File: config.mk
export PLATFORM = sky130hd
export DESIGN_NAME = uart_rx
export DESIGN_NICKNAME = d
export VERILOG_FILES = /design/src/rtl/uart_rx.sv
export SDC_FILE = /design/constraint.sdc
export NUM_CORES = 1
export LEC_CHECK = 0
export CAP_MARGIN = 20
export CORE_UTILIZATION = 55
export DETAILED_ROUTE_END_ITERATION = 8
export PLACE_DENSITY = 0.76
export RECOVER_POWER = 100
export SKIP_CTS_REPAIR_TIMING = 1
export SLEW_MARGIN = 20
export SYNTH_ARGS = -nofsm -noshare
export SYNTH_HDL_FRONTEND = slang
export SYNTH_SLANG_ARGS = --single-unit
File: constraint.sdc
create_clock -name clk -period 2.95 [get_ports clk]
set_clock_uncertainty 0.05 [all_clocks]
set_input_delay 0.4425 -clock clk [delete_from_list [all_inputs] [get_ports clk]]
set_output_delay 0.4425 -clock clk [all_outputs]
set_load 0.02 [all_outputs]
File: src/rtl/uart_rx.sv
// UART receiver: 2-flop synchronised serial input, mid-bit sampling, LSB-first word out.
// Latency: rx_valid rises 3 + CLKS_PER_BIT/2 + (DATA_WIDTH+1+PARITY_EN)*CLKS_PER_BIT edges after rx is first sampled low.
// Backpressure: none; rx_valid is a one-cycle strobe and an unconsumed word is overwritten by the next frame.
module uart_rx #(
    parameter int CLKS_PER_BIT = 434,
    parameter int DATA_WIDTH   = 8,
    parameter int PARITY_EN    = 0,
    parameter int PARITY_ODD   = 0
) (
    input  logic                  clk,
    input  logic                  rst,
    input  logic                  rx,
    output logic [DATA_WIDTH-1:0] rx_data,
    output logic                  rx_valid,
    output logic                  parity_err,
    output logic                  frame_err,
    output logic                  busy
);

    localparam int CW = $clog2(CLKS_PER_BIT);
    localparam int IW = (DATA_WIDTH > 1) ? $clog2(DATA_WIDTH) : 1;

    localparam logic [CW-1:0] CNT_MID  = CW'(CLKS_PER_BIT / 2 - 1);
    localparam logic [CW-1:0] CNT_LAST = CW'(CLKS_PER_BIT - 1);
    localparam logic [IW-1:0] IDX_LAST = IW'(DATA_WIDTH - 1);
    localparam logic          ODD_BIT  = (PARITY_ODD != 0);

    localparam logic [2:0] IDLE   = 3'd0;
    localparam logic [2:0] START  = 3'd1;
    localparam logic [2:0] DATA   = 3'd2;
    localparam logic [2:0] PARITY = 3'd3;
    localparam logic [2:0] STOP   = 3'd4;

    logic [1:0]            sync_q, sync_d;
    logic [1:0]            prime_q, prime_d;
    logic                  hist_q, hist_d;
    logic [2:0]            state_q, state_d;
    logic [CW-1:0]         cnt_q, cnt_d;
    logic [IW-1:0]         idx_q, idx_d;
    logic [DATA_WIDTH-1:0] sh_q, sh_d;
    logic                  perr_q, perr_d;
    logic                  stop_q, stop_d;
    logic                  done_q, done_d;
    logic [DATA_WIDTH-1:0] rx_data_q, rx_data_d;
    logic                  rx_valid_q, rx_valid_d;
    logic                  parity_err_q, parity_err_d;
    logic                  frame_err_q, frame_err_d;

    logic rx_s;
    logic start_cond;

    assign rx_s       = sync_q[1];
    assign start_cond = hist_q & ~rx_s;

    // Next-state logic: synchroniser, edge history and the frame FSM.
    always_comb begin
        sync_d       = {sync_q[0], rx};
        // The synchroniser holds reset values for two edges after reset; the
        // history flop only learns from real line samples, so a line held low
        // through reset must be seen high before a falling edge counts.
        prime_d      = {prime_q[0], 1'b1};
        hist_d       = prime_q[1] ? rx_s : 1'b0;
        state_d      = state_q;
        cnt_d        = cnt_q;
        idx_d        = idx_q;
        sh_d         = sh_q;
        perr_d       = perr_q;
        stop_d       = stop_q;
        done_d       = 1'b0;
        rx_data_d    = rx_data_q;
        rx_valid_d   = 1'b0;
        parity_err_d = 1'b0;
        frame_err_d  = 1'b0;

        case (state_q)
            IDLE: begin
                if (start_cond) begin
                    state_d = START;
                    cnt_d   = '0;
                    idx_d   = '0;
                    perr_d  = 1'b0;
                end
            end
            START: begin
                if (cnt_q == CNT_MID) begin
                    // Line back high at mid-start is a glitch: drop it silently.
                    cnt_d   = '0;
                    state_d = rx_s ? IDLE : DATA;
                end else begin
                    cnt_d = cnt_q + CW'(1);
                end
            end
            DATA: begin
                // Counting from mid-start, each full bit period lands on mid-bit.
                if (cnt_q == CNT_LAST) begin
                    cnt_d = '0;
                    sh_d  = {rx_s, sh_q[DATA_WIDTH-1:1]};
                    if (idx_q == IDX_LAST) begin
                        idx_d   = '0;
                        state_d = (PARITY_EN != 0) ? PARITY : STOP;
                    end else begin
                        idx_d = idx_q + IW'(1);
                    end
                end else begin
                    cnt_d = cnt_q + CW'(1);
                end
            end
            PARITY: begin
                if (cnt_q == CNT_LAST) begin
                    cnt_d   = '0;
                    perr_d  = rx_s ^ (^sh_q) ^ ODD_BIT;
                    state_d = STOP;
                end else begin
                    cnt_d = cnt_q + CW'(1);
                end
            end
            STOP: begin
                if (done_q) begin
                    // Publish one edge after the stop sample and rearm at once,
                    // leaving half a bit to catch a back-to-back start edge.
                    state_d      = IDLE;
                    rx_data_d    = sh_q;
                    rx_valid_d   = 1'b1;
                    parity_err_d = perr_q;
                    frame_err_d  = ~stop_q;
                end else if (cnt_q == CNT_LAST) begin
                    cnt_d  = '0;
                    stop_d = rx_s;
                    done_d = 1'b1;
                end else begin
                    cnt_d = cnt_q + CW'(1);
                end
            end
            default: state_d = IDLE;
        endcase
    end

    // State registers; reset discards any partial frame.
    always_ff @(posedge clk) begin
        if (rst) begin
            sync_q       <= 2'b11;
            prime_q      <= 2'b00;
            hist_q       <= 1'b0;
            state_q      <= IDLE;
            cnt_q        <= '0;
            idx_q        <= '0;
            sh_q         <= '0;
            perr_q       <= 1'b0;
            stop_q       <= 1'b0;
            done_q       <= 1'b0;
            rx_data_q    <= '0;
            rx_valid_q   <= 1'b0;
            parity_err_q <= 1'b0;
            frame_err_q  <= 1'b0;
        end else begin
            sync_q       <= sync_d;
            prime_q      <= prime_d;
            hist_q       <= hist_d;
            state_q      <= state_d;
            cnt_q        <= cnt_d;
            idx_q        <= idx_d;
            sh_q         <= sh_d;
            perr_q       <= perr_d;
            stop_q       <= stop_d;
            done_q       <= done_d;
            rx_data_q    <= rx_data_d;
            rx_valid_q   <= rx_valid_d;
            parity_err_q <= parity_err_d;
            frame_err_q  <= frame_err_d;
        end
    end

    assign rx_data    = rx_data_q;
    assign rx_valid   = rx_valid_q;
    assign parity_err = parity_err_q;
    assign frame_err  = frame_err_q;
    assign busy       = (state_q != IDLE);

endmodule

==> results of run 1 <==
## synth_stat cells, drive strengths merged (5+ instances only)
master	instances
nand3	6
o31ai	5
clkbuf	7
nor2	9
dfxtp	42
inv	5
xnor2	5
nand2	39
a21oi	29
nand4	6
ha	5
## per-layer routing
| layer | global-route usage | vias up | wire (µm) |
|---|---|---|---|
| li1 | - | 778 | - |
| met1 | 0.3329 | 737 | 1878 |
| met2 | 0.3799 | 31 | 1845 |
| met3 | 0.06183 | 8 | 161 |
| met4 | 0.09091 | 0 | 68 |
| met5 | 0 | - | 0 |
## worst min-delay path: stages (launching register included)
cell,delay (ns)
dfxtp_1,0.33
nand2_1,0.05
a21oi_1,0.05
## worst paths after layout
check / endpoint / slack (ns) / depth (start not counted)
worst max-delay path: busy / 0.50 / 3
worst min-delay path: rx_data[2]$_SDFFE_PP0P_ / 0.41 / 2
worst max register to register: cnt_q[3]$_SDFFE_PP0P_ / 0.63 / 6
worst min register to register: rx_data[2]$_SDFFE_PP0P_ / 0.41 / 2
## sequential cells by signal (all words and copies together) (netlist names), 2 cells and up
signal and count:
idx_q 3, state_q 3, prime_q 2, rx_data 8, sh_q 8, sync_q 2
cnt_q 9
## final cells by class
| cell class | count | area share |
|---|---|---|
| flip-flops and latches | 42 | 0.3941 |
| well taps | 44 | 0.02581 |
| clock buffers | 5 | 0.01760 |
| clock inverters | 3 | 0.03226 |
| repair buffers | 15 | 0.06745 |
| multi-input cells | 154 | 0.4540 |
| inverters | 5 | 0.008798 |
## stage by stage
stage / hold WS, ns / power (mW) / instance area [µm²] / setup WS [ns] / std cells
after floorplan: 0.3395 / 0.6003 / 1889 / 1.165 / 212
after global placement: 0.3432 / 0.6076 / 2042 / 0.9470 / 260
after detailed placement: 0.3505 / 0.6085 / 2042 / 0.8554 / 260
after CTS: 0.4155 / 1.061 / 2148 / 0.5847 / 268
after global routing: 0.4335 / 1.088 / 2133 / 0.3403 / 268
final: 0.4092 / 1.055 / 2133 / 0.4985 / 268
## kinds of logic (layout without fill, tap and decap cells)
group | count (synthesis) | count (layout) | share of synthesized area
buffers and inverters | 16 | 28 | 0.03642
AO/OA/AOI/OAI | 45 | 45 | 0.1609
multiplexers | 2 | 2 | 0.01060
flip-flops | 42 | 42 | 0.4450
adder cells (fa/ha/maj) | 5 | 5 | 0.03311
AND/OR/NAND/NOR | 93 | 93 | 0.2649
XOR/XNOR | 9 | 9 | 0.04901
## power by group
| part | switching, mW | internal [mW] | leakage (nW) |
|---|---|---|---|
| clock network | 0.196 | 0.265 | 0.0554 |
| logic | 0.0135 | 0.00777 | 0.389 |
| registers | 0.00275 | 0.571 | 0.339 |
| total | 0.212 | 0.844 | 0.784 |
==> impl_metrics.json, run 1 <==
{
  "timing.rr.start": "cnt_q[0]$_SDFFE_PP0P_",
  "hold_viol": 0,
  "cp_top_family": "buffers and inverters",
  "cp-start-kind": "flip-flop",
  "synth_fp_nets": 220,
  "synth_flop_cell": "dfxtp_1",
  "final_common_cell": "dfxtp_1",
  "cts.clk_slew.worst_paths_ns": 0.14,
  "tns_ns": 0,
  "cts-root-buf": "clkbuf_4",
  "rows": 20,
  "cp.required_ns": 2.46,
  "status": "completed",
  "min_period_ns": 2.451,
  "portBuffers": 14,
  "cts_tree": "built",
  "start_util": 0.5992,
  "critPathKind": "flip-flop to primary output",
  "routabilityCongestion": 0.7908,
  "synth.distinct_cells": 41,
  "path_max_fanout": 14,
  "route.detailed.wl_per_inst_um": 14.75,
  "fin_crit_sh": 0.8310,
  "grt_pass1_vias": 1378,
  "ir_worst_vdd_mv": 0.3628,
  "postLayoutCoreUtil": 0.6766,
  "grt_antenna_before_repair": 0,
  "via_count": 1554,
  "drive_gt1_frac": 0.07143,
  "core_region_area_um2": 3153,
  "seq_area_um2": 840.8,
  "clockBufferDepth": 2,
  "htreeDepth": 2,
  "seq_area_frac_synth": 0.4450,
  "slowest_delay_ns": 0.68,
  "max_cap_viol_count": 0,
  "die_h_um": 60.61,
  "multiInputGateArea_um2": 968.4,
  "synth_top_area_share": 0.4450,
  "diodes": 0,
  "grt.total_usage": 0.2458,
  "cp_num_buf_inv": 2,
  "final_cell_mix": "dfxtp_1, nand2_1, a21oi_1",
  "tightest_slew_ns": 0.9205,
  "nets": 231,
  "fmax_ghz": 0.4079,
  "dieArea_um2": 3674,
  "synth_area_um2": 1889,
  "drcViolationCount": 0,
  "drtPass1Iterations": 4,
  "cp_slowest_cell": "dlygate4sd3_1",
  "cp_cell_sequence": "nor3_1, inv_1, dlygate4sd3_1",
  "overflow": 0,
  "leakagePower_nw": 0.7837,
  "die_w_um": 60.61,
  "synthesis.instances": 212,
  "syn_area_per_cell_um2": 8.912,
  "area_delta_synth_final_pct": 12.91,
  "yosys_warnings": 0,
  "insertion_delay_ns": 0.37,
  "slew_viol_final": 0,
  "synth-edff-count": 0,
  "synth_top_area_cell": "dfxtp_1",
  "ys_ff_latch": 42,
  "hp-class": "flip-flop to flip-flop",
  "n_fill_cell": 269,
  "drtAntennaViolNets": 0,
  "crit_start": "state_q[1]$_SDFFE_PP0P_",
  "synth_area_leaders": "dfxtp_1, nand2_1, a21oi_1",
  "hpwl_um": 2779,
  "via_per_inst": 5.799,
  "min_from": "rx_data[2]$_SDFFE_PP0P_",
  "critPathArrivalTime_ns": 1.96,
  "relSlewSlack": 0.3863,
  "pin_count": 15,
  "power_density_nw_per_um2": 494.7,
  "rsz0062_at_grt": "no",
  "cts_made_buffers": 5,
  "cts.sinks": 42,
  "totalWireLength_um": 3954,
  "cp-end-kind": "primary output",
  "setup_viol_count_final": 0,
  "grt_pass1_wl_um": 6541,
  "drt_iter0_markers": 64,
  "grt_max_degree": 24,
  "async_flop_share": 0
}
No activity file was read; power rests on OpenSTA's default activity.
==> run 2: changes to the inputs <==
--- a/config.mk
+++ b/config.mk
@@ -6,9 +6,9 @@
 export NUM_CORES = 1
 export LEC_CHECK = 0
 export CAP_MARGIN = 20
-export CORE_UTILIZATION = 55
+export CORE_UTILIZATION = 51
 export DETAILED_ROUTE_END_ITERATION = 8
-export PLACE_DENSITY = 0.76
+export PLACE_DENSITY = 0.74
 export RECOVER_POWER = 100
 export SKIP_CTS_REPAIR_TIMING = 1
 export SLEW_MARGIN = 20
==> constraint.sdc (replaced) <==
create_clock -name clk -period 2.16 [get_ports clk]
set_clock_uncertainty 0.05 [all_clocks]
set_input_delay 0.324 -clock clk [delete_from_list [all_inputs] [get_ports clk]]
set_output_delay 0.324 -clock clk [all_outputs]
set_load 0.02 [all_outputs]
==> run 2 against run 1 <==
  * Clock-buffer cell count grew 1
  * Hold slack lost 0.047 ns
  * Combinational power grew 47%
  * Register-to-register slack lost 0.46 ns
  * Worst setup slack lost 0.39 ns
  * Wire length shrank 4.8%
  * Final area grew 0.70%
  * First-iteration DRC count grew 110%
  * Sequential power grew 36%
  * Global-route usage shrank 3.2 points
  * Via count grew 2.3%
  * Non-clock buffer count grew 2
==> impl_metrics.json, run 2 (same netlist as run 1, synthesis figures left out) <==
{
  "status": "completed",
  "route.detailed.wl_per_inst_um": 13.83,
  "insertion_delay_ns": 0.29,
  "power_density_nw_per_um2": 607.8,
  "post_dp_cell_area_um2": 2059,
  "grt_antenna_before_repair": 0,
  "cts-root-buf": "clkbuf_8",
  "routabilityCongestion": 0.8933,
  "slowest_delay_ns": 0.61,
  "cts_made_buffers": 5,
  "die_h_um": 62.87,
  "diodes": 0,
  "final_common_cell": "dfxtp_1",
  "hpwl_um": 2688,
  "min_from": "sync_q[0]$_SDFF_PP1_",
  "totalWireLength_um": 3763,
  "regMostFlops": "cnt_q",
  "fmax_ghz": 0.4878,
  "area_delta_synth_final_pct": 13.71,
  "ir_worst_vdd_mv": 0.3801,
  "pin_count": 15,
  "top_layer": "met4",
  "grt_pass1_wl_um": 6644,
  "cp_cell_sequence": "nor3_2, inv_1, clkdlybuf4s50_1",
  "setup_viol_count_final": 0,
  "core_region_area_um2": 3442,
  "n_fill_cell": 297,
  "start_util": 0.5489,
  "htreeDepth": 2,
  "dieArea_um2": 3952,
  "via_per_inst": 5.842,
  "slew_viol_final": 0,
  "hold_viol": 0,
  "via_count": 1589,
  "tightest_slew_ns": 0.5556,
  "final_cell_mix": "dfxtp_1, nand2_1, a21oi_1",
  "path_max_fanout": 9,
  "overflow": 0,
  "r2r_cells": 6,
  "drcViolationCount": 0,
  "max_cap_viol_count": 0,
  "dr_wl_met2_um": 1798,
  "wl_met3_um": 168,
  "hold_depth": 1,
  "cts.sinks": 42,
  "largest_register_ffs": 9,
  "portBuffers": 14,
  "drtPass1Iterations": 6,
  "holdPathEnd": "sync_q[1]$_SDFF_PP1_",
  "critPathKind": "flip-flop to primary output",
  "r2r_slack_ns": 0.17,
  "drtAntennaViolNets": 0,
  "critPathArrivalTime_ns": 1.68,
  "die_w_um": 62.87,
  "timing.rr.start": "cnt_q[1]$_SDFFE_PP0P_",
  "wl_met1_um": 1721,
  "cp.required_ns": 1.79,
  "design_area_um2": 2148,
  "seq_area_um2": 842.1,
  "leakagePower_nw": 0.7810,
  "cp-start-kind": "flip-flop",
  "rows": 21,
  "cp_slowest_cell": "clkdlybuf4s50_1",
  "multiInputGateArea_um2": 984.7,
  "clockBufferDepth": 2,
  "relSlewSlack": 0.6280,
  "grt.total_usage": 0.2141,
  "fin_crit_sh": 0.9490,
  "cts_tree": "built",
  "min_period_ns": 2.050,
  "drt_iter0_markers": 133,
  "grt_pass1_vias": 1468,
  "rsz0062_at_grt": "no",
  "grt_max_degree": 16,
  "postLayoutCoreUtil": 0.6241,
  "nets": 233,
  "cp-end-kind": "primary output",
  "r2r_end": "state_q[2]$_SDFFE_PP0P_",
  "drive_gt1_frac": 0.08407,
  "cts.clk_slew.worst_paths_ns": 0.08,
  "hp-class": "flip-flop to flip-flop"
}
-- run 2: where the power goes --
| part | total [mW] | internal, mW | switching, mW |
|---|---|---|---|
| registers | 0.782 | 0.778 | 0.00321 |
| clock network | 0.493 | 0.228 | 0.265 |
| logic | 0.0314 | 0.0127 | 0.0187 |
-- run 2: worst max-delay path, delay by kind of cell (launching register included) --
| family | cells | cell delay [ns] |
|---|---|---|
| flops | 1 | 0.54 |
| simple gates | 1 | 0.11 |
| buf+inv | 2 | 0.73 |
-- run 2: area by class of cell --
cell class,count,share of cell area
sequential,42,0.3920
inverter,5,0.008736
clock inverter,2,0.006407
multi-input combinational,154,0.4584
clock buffer,6,0.03378
tap,46,0.02679
timing repair buffer,17,0.07397
-- run 2: per-layer routing --
metal	vias to the layer above	track usage
li1	782	-
met1	749	0.2784
met4	0	0.1076
met3	9	0.03832
met5	-	0
met2	49	0.3374
-- run 2: worst max-delay path by stage --
stage	from	to
after global placement	cnt_q[1]$_SDFFE_PP0P_	state_q[2]$_SDFFE_PP0P_
after floorplan	cnt_q[1]$_SDFFE_PP0P_	state_q[2]$_SDFFE_PP0P_
after detailed placement	cnt_q[0]$_SDFFE_PP0P_	state_q[2]$_SDFFE_PP0P_
after global routing	state_q[2]$_SDFFE_PP0P_	busy
after CTS	state_q[1]$_SDFFE_PP0P_	busy
final	state_q[2]$_SDFFE_PP0P_	busy
-- run 2: through the flow --
stage	instances	total power [mW]	hold slack, ns	setup WS, ns	TNS (ns)
global route	272	1.360	0.3832	0.01508	0
detailed placement	264	0.8324	0.3474	0.2280	0
global placement	264	0.8312	0.3431	0.2774	0
finish	272	1.306	0.3620	0.1101	0
CTS	272	1.317	0.3652	-0.01194	-0.01194
floorplan	212	0.8199	0.3395	0.3747	0
==> run 3: changes to the inputs <==
--- a/config.mk
+++ b/config.mk
@@ -8,6 +8,7 @@
 export CAP_MARGIN = 20
 export CORE_UTILIZATION = 51
 export DETAILED_ROUTE_END_ITERATION = 8
+export GPL_TIMING_DRIVEN = 0
 export PLACE_DENSITY = 0.74
 export RECOVER_POWER = 100
 export SKIP_CTS_REPAIR_TIMING = 1
==> run 3 against run 2 <==
  * Wire length increased by 1.1%
  * Hold slack improved by 0.0021 ns
  * Sequential share of layout area fell by 0.49 points
  * Sequential power barely moved
  * Combinational power rose by 10%
  * Clock-buffer cell count up 1
  * Clock power is 4.7% lower
  * Largest power group unchanged
==> impl_metrics.json, run 3 (same netlist as run 1, synthesis figures left out) <==
{
  "route.detailed.wl_per_inst_um": 13.59,
  "fmax_ghz": 0.4773,
  "start_util": 0.5489,
  "die_w_um": 62.87,
  "hpwl_um": 2667,
  "cp_top_family": "buffers and inverters",
  "diodes": 0,
  "r2r_slack_ns": 0.19,
  "r2r_cells": 6,
  "cts_made_buffers": 5,
  "largest_register_ffs": 9,
  "totalWireLength_um": 3804,
  "pin_count": 15,
  "overflow": 0,
  "nets": 242,
  "cp-end-kind": "primary output",
  "via_count": 1557,
  "hold_viol": 0,
  "report.power.total_mw": 1.286,
  "drtPass1Iterations": 4,
  "tightest_slew_ns": 0.5296,
  "core_region_area_um2": 3442,
  "relSlewSlack": 0.6454,
  "area_delta_synth_final_pct": 14.97,
  "cts.sinks": 42,
  "critPathArrivalTime_ns": 1.72,
  "n_fill_cell": 320,
  "clockBufferDepth": 2,
  "power_density_nw_per_um2": 592.1,
  "regMostFlops": "cnt_q",
  "cp.required_ns": 1.79,
  "final_common_cell": "dfxtp_1",
  "ir_worst_vdd_mv": 0.3173,
  "setup_viol_count_final": 0,
  "grt_pass1_vias": 1404,
  "drcViolationCount": 0,
  "timing.hold.ws_ns": 0.3641,
  "dieArea_um2": 3952,
  "critPathKind": "flip-flop to primary output",
  "hp-class": "flip-flop to flip-flop",
  "holdPathEnd": "sync_q[1]$_SDFF_PP1_",
  "cts-root-buf": "clkbuf_8",
  "rows": 21,
  "hold_depth": 1,
  "grt_antenna_before_repair": 0,
  "die_h_um": 62.87,
  "min_period_ns": 2.095,
  "via_per_inst": 5.561,
  "grt.total_usage": 0.2195,
  "r2r_end": "cnt_q[4]$_SDFFE_PP0P_",
  "leakagePower_nw": 0.7980,
  "cp-start-kind": "flip-flop",
  "timing.rr.start": "state_q[0]$_SDFFE_PP0P_",
  "insertion_delay_ns": 0.30,
  "layout.cells.non_filler": 280,
  "rsz0062_at_grt": "no",
  "dp.cells": 272,
  "tns_ns": 0,
  "portBuffers": 14,
  "cp_slowest_cell": "clkdlybuf4s50_1",
  "cp_cell_sequence": "clkbuf_2, nor3_2, inv_1, clkdlybuf4s50_1",
  "slew_viol_final": 0,
  "cts_tree": "built",
  "drive_gt1_frac": 0.08120,
  "final_cell_mix": "dfxtp_1, nand2_1, a21oi_1",
  "max_cap_viol_count": 0,
  "fin_crit_sh": 0.9700,
  "grt_max_degree": 12,
  "cts.clk_slew.worst_paths_ns": 0.07,
  "drtAntennaViolNets": 0,
  "post_dp_cell_area_um2": 2087,
  "design_area_um2": 2172,
  "min_from": "sync_q[0]$_SDFF_PP1_",
  "routabilityCongestion": 0.8619,
  "status": "completed",
  "path_max_fanout": 9,
  "slowest_delay_ns": 0.55,
  "htreeDepth": 2,
  "grt_pass1_wl_um": 6755,
  "cp_num_buf_inv": 3,
  "drt_iter0_markers": 164
}
## run 3: changes by cell type in the layout (fill, tap and decap cells not counted), sizes merged
cell	delta
clkbuf	+8
buf	+2
clkinv	-2
## run 3: worst max-delay path by stage
| stage | from | endpoint | slack, ns | cells past startpoint |
|---|---|---|---|---|
| after floorplan | cnt_q[1]$_SDFFE_PP0P_ | state_q[2]$_SDFFE_PP0P_ | 0.37 | 6 |
| after global placement | rst | sh_q[4]$_SDFFE_PP0P_ | 0.17 | 4 |
| after detailed placement | cnt_q[0]$_SDFFE_PP0P_ | cnt_q[3]$_SDFFE_PP0P_ | 0.08 | 6 |
| after CTS | state_q[0]$_SDFFE_PP0P_ | busy | 0.005 | 4 |
| after global routing | state_q[0]$_SDFFE_PP0P_ | busy | 0.009 | 4 |
| final | state_q[0]$_SDFFE_PP0P_ | busy | 0.06 | 4 |
## run 3: worst reg2reg max path, stage by stage, from the launching register on
cell,delay (ns)
dfxtp_1,0.31
clkbuf_2,0.22
or3b_2,0.50
a21oi_1,0.43
o41ai_4,0.09
buf_4,0.19
a21oi_1,0.12
## run 3: metal layers
layer  track usage  part of all wire  vias up
met2        0.3078              0.43       31
met5             0                 0        -
met4       0.08140             0.019        0
met3       0.07117             0.039        8
met1        0.3088              0.51      724
li1              -                 -      794
## run 3: final cells by class
type	instances	area, µm²	area share
repair buffers	15	147.6	0.06797
plain buffers	11	46.29	0.02131
inverters	5	18.77	0.008641
multi-input cells	154	984.7	0.4533
flip-flops and latches	42	840.8	0.3871
clock buffers	7	76.32	0.03514
well taps	46	57.56	0.02650
## run 3: metrics by stage
stage | worst slack [ns] | utilization
after global routing | 0.008761 | 0.6310
after floorplan | 0.3747 | -
after global placement | 0.1747 | 0.6063
final | 0.06482 | 0.6310
after detailed placement | 0.07858 | 0.6063
after CTS | 0.004645 | 0.6285
## run 3: report_power, final
| part | switching [mW] | leakage (nW) | internal (mW) |
|---|---|---|---|
| clock network | 0.248 | 0.0383 | 0.222 |
| registers | 0.00283 | 0.339 | 0.779 |
| logic | 0.0210 | 0.420 | 0.0136 |
